`config.mk`:
```
export PLATFORM = sky130hd
export DESIGN_NAME = seq_mul_div_32
export DESIGN_NICKNAME = d
export VERILOG_FILES = /design/src/rtl/seq_mul_div_32.sv
export SDC_FILE = /design/constraint.sdc
export NUM_CORES = 1
export LEC_CHECK = 0
export ABC_AREA = 0
export ABC_CLOCK_PERIOD_IN_PS = 15400
export CAP_MARGIN = 20
export CORE_ASPECT_RATIO = 1.2
export CORE_MARGIN = 2
export CORE_UTILIZATION = 49
export DETAILED_ROUTE_END_ITERATION = 8
export GPL_TIMING_DRIVEN = 0
export PLACE_DENSITY = 0.78
export SLEW_MARGIN = 0
export SYNTH_ARGS = -nofsm -noshare
export SYNTH_HDL_FRONTEND = slang
export SYNTH_SLANG_ARGS = --single-unit
```
`constraint.sdc`:
```
create_clock -name CLK -period 15.4 [get_ports CLK]
set_input_delay 3.08 -clock CLK [delete_from_list [all_inputs] [get_ports CLK]]
set_output_delay 3.08 -clock CLK [all_outputs]
set_load 0.02 [all_outputs]
```
`src/rtl/seq_mul_div_32.sv`:
```
// Multi-cycle unsigned 32x32 multiplier / 32/32 divider sharing one ripple-carry adder/subtractor.
// Optional macro MULDIV_ZERO_SKIP_EN: multiplies with a zero operand finish without iterating.

module rc_add_sub_32 (
    input  logic [31:0] a,
    input  logic [31:0] b,
    input  logic        sna,
    output logic [31:0] sum,
    output logic        co
);
    // Ripple-carry chain; sna inverts b and injects the +1 for a - b, so co=1 means no borrow
    always_comb begin
        logic [32:0] c;
        logic [31:0] bx;
        sum  = 32'h0000_0000;
        bx   = b ^ {32{sna}};
        c    = 33'h0_0000_0000;
        c[0] = sna;
        for (int i = 0; i < 32; i++) begin
            sum[i]   = a[i] ^ bx[i] ^ c[i];
            c[i + 1] = (a[i] & bx[i]) | (c[i] & (a[i] ^ bx[i]));
        end
        co = c[32];
    end
endmodule

module seq_mul_div_32 #(
    parameter int N_ITER = 32,
    parameter int CNT_W  = 5
) (
    input  logic        CLK,
    input  logic        RST,
    input  logic        START,
    input  logic        OP,
    input  logic [31:0] A,
    input  logic [31:0] B,
    output logic [31:0] HI,
    output logic [31:0] LO,
    output logic        BUSY,
    output logic        DONE,
    output logic        ERR
);
    typedef enum logic {IDLE = 1'b0, CALC = 1'b1} state_t;

    state_t             state_r, state_s;
    logic [CNT_W-1:0]   cnt_r, cnt_s;
    logic               op_r, op_s;
    logic [31:0]        opd_r, opd_s;
    logic [31:0]        hi_r, hi_s;
    logic [31:0]        lo_r, lo_s;
    logic               busy_r, busy_s;
    logic               done_r, done_s;
    logic               err_r, err_s;

    logic [31:0]        add_a_s, add_b_s, sum_s;
    logic               add_sna_s, co_s;

    rc_add_sub_32 u_add (
        .a   (add_a_s),
        .b   (add_b_s),
        .sna (add_sna_s),
        .sum (sum_s),
        .co  (co_s)
    );

    // Adder operands: divide subtracts D from HI shifted left; multiply adds M when LO[0] is set
    always_comb begin
        if (op_r) begin
            add_a_s   = {hi_r[30:0], lo_r[31]};
            add_b_s   = opd_r;
            add_sna_s = 1'b1;
        end else begin
            add_a_s   = hi_r;
            add_b_s   = lo_r[0] ? opd_r : 32'h0000_0000;
            add_sna_s = 1'b0;
        end
    end

    // Next-state and next-output logic
    always_comb begin
        state_s = state_r;
        cnt_s   = cnt_r;
        op_s    = op_r;
        opd_s   = opd_r;
        hi_s    = hi_r;
        lo_s    = lo_r;
        err_s   = err_r;
        done_s  = 1'b0;
        case (state_r)
            IDLE: begin
                if (START) begin
                    op_s  = OP;
                    err_s = 1'b0;
                    cnt_s = {CNT_W{1'b0}};
                    if (OP && (B == 32'h0000_0000)) begin
                        hi_s   = A;
                        lo_s   = 32'hFFFF_FFFF;
                        err_s  = 1'b1;
                        done_s = 1'b1;
                    end
`ifdef MULDIV_ZERO_SKIP_EN
                    else if (!OP && ((A == 32'h0000_0000) || (B == 32'h0000_0000))) begin
                        hi_s   = 32'h0000_0000;
                        lo_s   = 32'h0000_0000;
                        done_s = 1'b1;
                    end
`endif
                    else begin
                        state_s = CALC;
                        hi_s    = 32'h0000_0000;
                        lo_s    = OP ? A : B;
                        opd_s   = OP ? B : A;
                    end
                end else begin
                    state_s = IDLE;
                end
            end
            CALC: begin
                cnt_s = cnt_r + CNT_W'(1);
                if (op_r) begin
                    // A set shifted-out bit means the partial remainder already exceeds D
                    if (hi_r[31] | co_s) begin
                        hi_s = sum_s;
                        lo_s = {lo_r[30:0], 1'b1};
                    end else begin
                        hi_s = {hi_r[30:0], lo_r[31]};
                        lo_s = {lo_r[30:0], 1'b0};
                    end
                end else begin
                    hi_s = {co_s, sum_s[31:1]};
                    lo_s = {sum_s[0], lo_r[31:1]};
                end
                if (cnt_r == CNT_W'(N_ITER - 1)) begin
                    state_s = IDLE;
                    done_s  = 1'b1;
                end else begin
                    state_s = CALC;
                end
            end
            default: begin
                state_s = IDLE;
            end
        endcase
        busy_s = (state_s == CALC);
    end

    // State and output registers with synchronous active-low reset
    always_ff @(posedge CLK) begin
        if (!RST) begin
            state_r <= IDLE;
            cnt_r   <= {CNT_W{1'b0}};
            op_r    <= 1'b0;
            opd_r   <= 32'h0000_0000;
            hi_r    <= 32'h0000_0000;
            lo_r    <= 32'h0000_0000;
            busy_r  <= 1'b0;
            done_r  <= 1'b0;
            err_r   <= 1'b0;
        end else begin
            state_r <= state_s;
            cnt_r   <= cnt_s;
            op_r    <= op_s;
            opd_r   <= opd_s;
            hi_r    <= hi_s;
            lo_r    <= lo_s;
            busy_r  <= busy_s;
            done_r  <= done_s;
            err_r   <= err_s;
        end
    end

    assign HI   = hi_r;
    assign LO   = lo_r;
    assign BUSY = busy_r;
    assign DONE = done_r;
    assign ERR  = err_r;
endmodule

```
==> impl_metrics.ini <==
[run_status]
outcome = completed

[floorplanning]
die_area_mm2 = 0.0168
start_util_pct = 49.9
core_area_mm2 = 0.0155
pin_count = 135
die_y_um = 142
rows = 50
dieWidth_um = 119

[synth]
synth_cell_type_count = 45
synth_flop_cell = dfxtp_1
synth.area.top_cells = dfxtp_1 27%, mux2i_1 17%, a21oi_1 8.6%
synth_cells = 905
async_flop_share_pct = 0
yosysMostFrequentCell = mux2i_1
yosys.area.top_type = dfxtp_1
ys_ff_latch = 105
yosys_warnings = 0
ys_seq_area_share_pct = 27.1
synth_top_area_share_pct = 27.1
syn-num-nets = 1006
postSynthAreaPerCell_um2 = 8.56
synthTopCellsByCount = 134 x mux2i_1, 133 x a21oi_1, 105 x dfxtp_1
syn-cell-area_mm2 = 0.00774
synth_edf_count = 0

[cells_and_area]
nNetsFinal = 1146
antenna_cells = 0
design_area_mm2 = 0.00970
post-route-util_pct = 62.5
drive_gt1_share_pct = 7.24
area_growth_pct = 25.3

[clock_tree]
h-tree-depth = 3
path_clk_slew_ps = 80
cts_tree = done
cts-buffers-inserted = 9
ctsLongestPathBuffers = 2
cts_setup_buffers = 0
clock_latency_ps = 380
clock_sinks = 105
holdBufCountCts = 0
clock-root-buffer = clkbuf_16

[routing]
drt_first_pass_iters = 5
drt-wirelength-per-cell_um = 22.0
wl_um = 27700
drc_errors = 0
antenna_left = 0
drt-vias-per-instance = 6.47
vias = 8142
drt-initial-drc-count = 990

[setup_path]
cp-end-kind = flop
cp.required_ps = 15690
crit_arrival_ps = 15120
setup.worst_path.class = reg2reg
startpoint_type = flop
worstPathMaxFanout = 10
crit_slowest_cell = fa_1
slowest_delay_ps = 480
crit_top_cell = fa_1

[global_routing]
antenna_found_initial = 0
grt_use_total_pct = 32.2
grt_pass1_vias = 7652
grt_overflow_total = 0
grt_max_degree = 20
grt_pass1_wl_um = 41900

[sta]
worstMarginPinSlew_ps = 823
fmax_mhz = 67.4
rsz0062_at_grt = no
finClkSkew_ps = 11.4
setup_violations = 0
post-route-period-util_pct = 96.3
drv_slew = 0
slew_headroom_pct = 44.6
fin_ws_ps = 569
hold_viol = 0
period_minus_slack_ps = 14830

[placed_design]
io_buffers = 132
globalplace.congestion = 0.997
dp_worst_setup_slack_ps = -833
dp.final_hpwl_um = 20800
dpl_cell_area_mm2 = 0.00933

[worst_hold_path]
hp-class = reg2reg

[pwr]
p_per_area_mw_per_mm2 = 79.3
power.leakage_nw = 3.41
power.total_w = 0.000769
irDropWorstVdd_mv = 0.0462

[run]
maxCapViolCount = 0
## layer usage
layer	up-vias	share of wire, %	global-route usage [%]
met5	-	0	0
met4	0	6.9	24.2
met3	108	8.3	4.42
met2	471	45	49.6
met1	3908	40	41.1
li1	3655	-	-
## final cells by class
cell class | instances | area (um2)
multi-input cells | 689 | 5160
clock inverters | 7 | 85.1
clock buffers | 9 | 225
plain buffers | 96 | 502
repair buffers | 132 | 1320
fillers | 1394 | 5810
well taps | 208 | 260
flip-flops and latches | 105 | 2110
inverters | 12 | 45.0
## per-stage QoR
stage	setup TNS, ps	cells	hold slack [ps]
2_1_floorplan	0	905	469
3_3_place_gp	-22630	1245	450
3_5_place_dp	-23800	1245	451
4_1_cts	0	1258	464
5_1_grt	0	1258	497
6_report	0	1258	456
## worst max-delay path, delay by kind of cell, from the launching register on
family	cells	cell delay, ps
fa+ha+maj	31	12440
buf+inv	8	1080
compound gates	4	660
flops	1	390
simple gates	2	180
## flip-flops by register name, indices dropped and copies added (netlist names)
name,flops
ERR,1
DONE,1
BUSY,1
HI,32
opd_r,32
LO,32
op_r,1
cnt_r,5
## power breakdown
| part | internal [W] | switching (W) | total (W) |
|---|---|---|---|
| registers | 0.000289 | 0.0000205 | 0.000310 |
| logic | 0.0000852 | 0.000121 | 0.000206 |
| clock network | 0.000130 | 0.000124 | 0.000254 |
| total | 0.000504 | 0.000265 | 0.000769 |
## cell families (layout without fill, tap and decap cells)
logic type	after synthesis	in the layout	synth area share (%)
compound gates	264	264	20.5
xor+xnor	1	1	0.113
fa+ha+maj	33	33	8.34
buf+inv	111	256	6.82
flops	105	105	27.1
mux	161	161	21.2
simple gates	230	230	15.8
## worst paths after layout
path            to  from  cells past startpoint  slack, ps
min            ERR   ERR                      2        460
min reg2reg    ERR   ERR                      2        460
max reg2reg  HI[0]  op_r                     45        570
max          HI[0]  op_r                     45        570
## cells in the final DEF, fill, tap and decap left out, drive strengths merged, types with 2 or more instances in the layout
| cell | Yosys | layout |
|---|---|---|
| o311ai | 30 | 30 |
| nand2b | 2 | 2 |
| mux2i | 134 | 134 |
| nand4 | 65 | 65 |
| clkinv | 1 | 3 |
| nor4 | 6 | 6 |
| mux2 | 27 | 27 |
| dfxtp | 105 | 105 |
| clkbuf | 54 | 62 |
| fa | 31 | 31 |
| a21oi | 133 | 133 |
| inv | 11 | 15 |
| nor3b | 34 | 34 |
| o2bb2ai | 30 | 30 |
| nor2 | 41 | 41 |
| clkdlybuf4s50 | 0 | 132 |
| o21ai | 59 | 59 |
| buf | 45 | 43 |
| and4 | 2 | 2 |
| ha | 2 | 2 |
| nand3 | 4 | 4 |
| nand2 | 65 | 65 |
| o22ai | 2 | 2 |
| a31oi | 2 | 2 |
| a211o | 2 | 2 |
| nor2b | 5 | 5 |
## timing repair
item	CTS	global route
resized for setup	18	9
setup endpoints to repair	33	33
pin swaps	0	0
(Power assumes the default switching activity.)
==> edit (same settings) <==
Reset style: asynchronous (`RST`), changed in one clocked block. Comments in the files are not updated.
--- a/src/rtl/seq_mul_div_32.sv
+++ b/src/rtl/seq_mul_div_32.sv
@@ -147,3 +147,3 @@
     // State and output registers with synchronous active-low reset
-    always_ff @(posedge CLK) begin
+    always_ff @(posedge CLK or negedge RST) begin
         if (!RST) begin
Behaviour: differs if RST is asserted again (counterexample within 4 cycles, from zero or initial values and one cycle with RST low); with RST held inactive, the same outputs for 4 cycles.
==> edit against the unedited design <==
Non-clock buffer count is 31 lower; die area is 2.7% lower; wire length is 11% lower; largest cell class unchanged; count of clock-buffer cells in the layout stayed put; critical endpoint is now HI[16]; worst setup slack worse by 28 ps; critical path depth is 1 lower; global-route usage is 1.2 points lower; cell area is 0.67% lower; synthesized area is 2.7% lower; sequential share of layout area is 5.6 points higher; cell count is 11% lower; sequential cell count stayed put.
Power is left out: it rests on default switching activity, and per cell area and clock period it moved more than threefold.
==> edit: results <==
outcome:
  status: "finished clean"
place:
  placed_area_um2: 9150
  place_congestion: 0.922
  dp_hpwl_mm: 18.2
  portBuffers: 133
synthesis:
  yosys-top-cells-count: "128 x nand2_1, 105 x dfrtp_1, 75 x mux2i_1, 63 x mux2_2, 41 x o21ai_0"
  synth_cell_type_count: 47
  synthAdderAreaFrac: 0.0857
  synthesis.nets: 859
  post_synth_xor_area_fraction: 0.00349
  synth_top_area_frac: 0.349
  yosysWarnings: 0
  synth_compound_area_frac: 0.160
  yosysSeqAreaShare: 0.349
  synth_edf_count: 0
  synthFlopType: "dfrtp_1"
  async_reset_ff_frac: 1.00
  synth.area.mux_share: 0.234
  ys_top_cells_by_area: "dfrtp_1 35%, mux2i_1 10%, mux2_2 9.4%"
clocking:
  root_buffer: "clkbuf_16"
  cts_made_buffers: 9
  clockBufferDepth: 2
  h-tree-depth: 3
  path_clk_slew_ps: 80
  clkLatencyLatePin_ps: 370
sta:
  holdWs_ps: 495
  relSlewSlack: 0.423
  fin_skew_ps: 11.3
setup_path:
  cp.arrival_ps: 15170
  path_max_fanout: 19
  reg2reg_to: "HI[16]"
  reg2reg_depth: 44
  slowest_delay_ps: 470
  r2r-start: "op_r"
  reg2reg_slack_ps: 540
  cp_top_family: "adder cells"
  crit_slowest_cell: "fa_1"
detailed_routing:
  first_iter_violations: 657
  drt-pass1-iter-count: 6
  vias_per_cell: 6.19
  ant_nets: 0
  wirelength_mm: 24.7
grt:
  first_global_vias: 6819
  grt_pass1_wl_mm: 38.4
  gr-usage-all-layers: 0.310
  antenna_found_initial: 1
  grt_max_degree: 65
run:
  maxCapViolCount: 0
worst_hold_path:
  hp-class: "register to register"
  min_from: "ERR"
  holdPathEnd: "ERR"
  hold_depth: 2
final_layout:
  drive_above_1_share: 0.171
  final_nets: 1005
  num-fill-cells: 1239
## edit: how the worst max path moves through the flow
stage               startpoint     end  slack (ps)  depth (start not counted)
finish                    op_r  HI[16]         540                         44
global route              op_r  HI[17]          20                         45
CTS                       op_r  HI[17]          30                         45
detailed placement        op_r  HI[30]       -1370                         45
global placement          op_r   HI[1]       -1230                         45
floorplan                 op_r   HI[0]          50                         45
## edit: cell families after synthesis
group,count (synthesis)
adder cells (fa/ha/maj),33
AO/OA/AOI/OAI,174
buffers and inverters,75
XOR/XNOR,3
flip-flops,105
AND/OR/NAND/NOR,210
multiplexers,158
## edit: cell type report
cell class,instances,area [um^2],share of cell area
clock buffer,9,225,0.0234
sequential,105,2630,0.273
buffer,60,325,0.0337
tap,204,255,0.0265
antenna,1,2.50,0.000260
clock inverter,7,108,0.0112
timing repair buffer,137,1380,0.143
multi-input combinational,578,4670,0.484
inverter,13,50.0,0.00519
## edit: per-layer routing
| layer | share of wire | wire [um] | track usage |
|---|---|---|---|
| met1 | 0.39 | 9670 | 0.418 |
| met3 | 0.080 | 1980 | 0.0518 |
| met4 | 0.056 | 1380 | 0.180 |
| met5 | 0 | 0 | 0 |
| met2 | 0.47 | 11700 | 0.468 |
## edit: tightest hold or removal path, cell delays in order, from the launching register on
cell and delay (ps):
dfrtp_1 360, nand2_1 50, nand2_1 50
## edit: repair_timing
item / CTS / global route
setup endpoints to repair: 33 / 33
pin swaps: 1 / 2
gates resized for setup: 35 / 17
buffers inserted: 3 / 0
## edit: through the flow
step	instances	setup slack [ps]
6_report	1114	541
5_1_grt	1114	24.3
4_1_cts	1114	34.6
3_5_place_dp	1096	-1370
3_3_place_gp	1095	-1230
2_1_floorplan	758	53.7
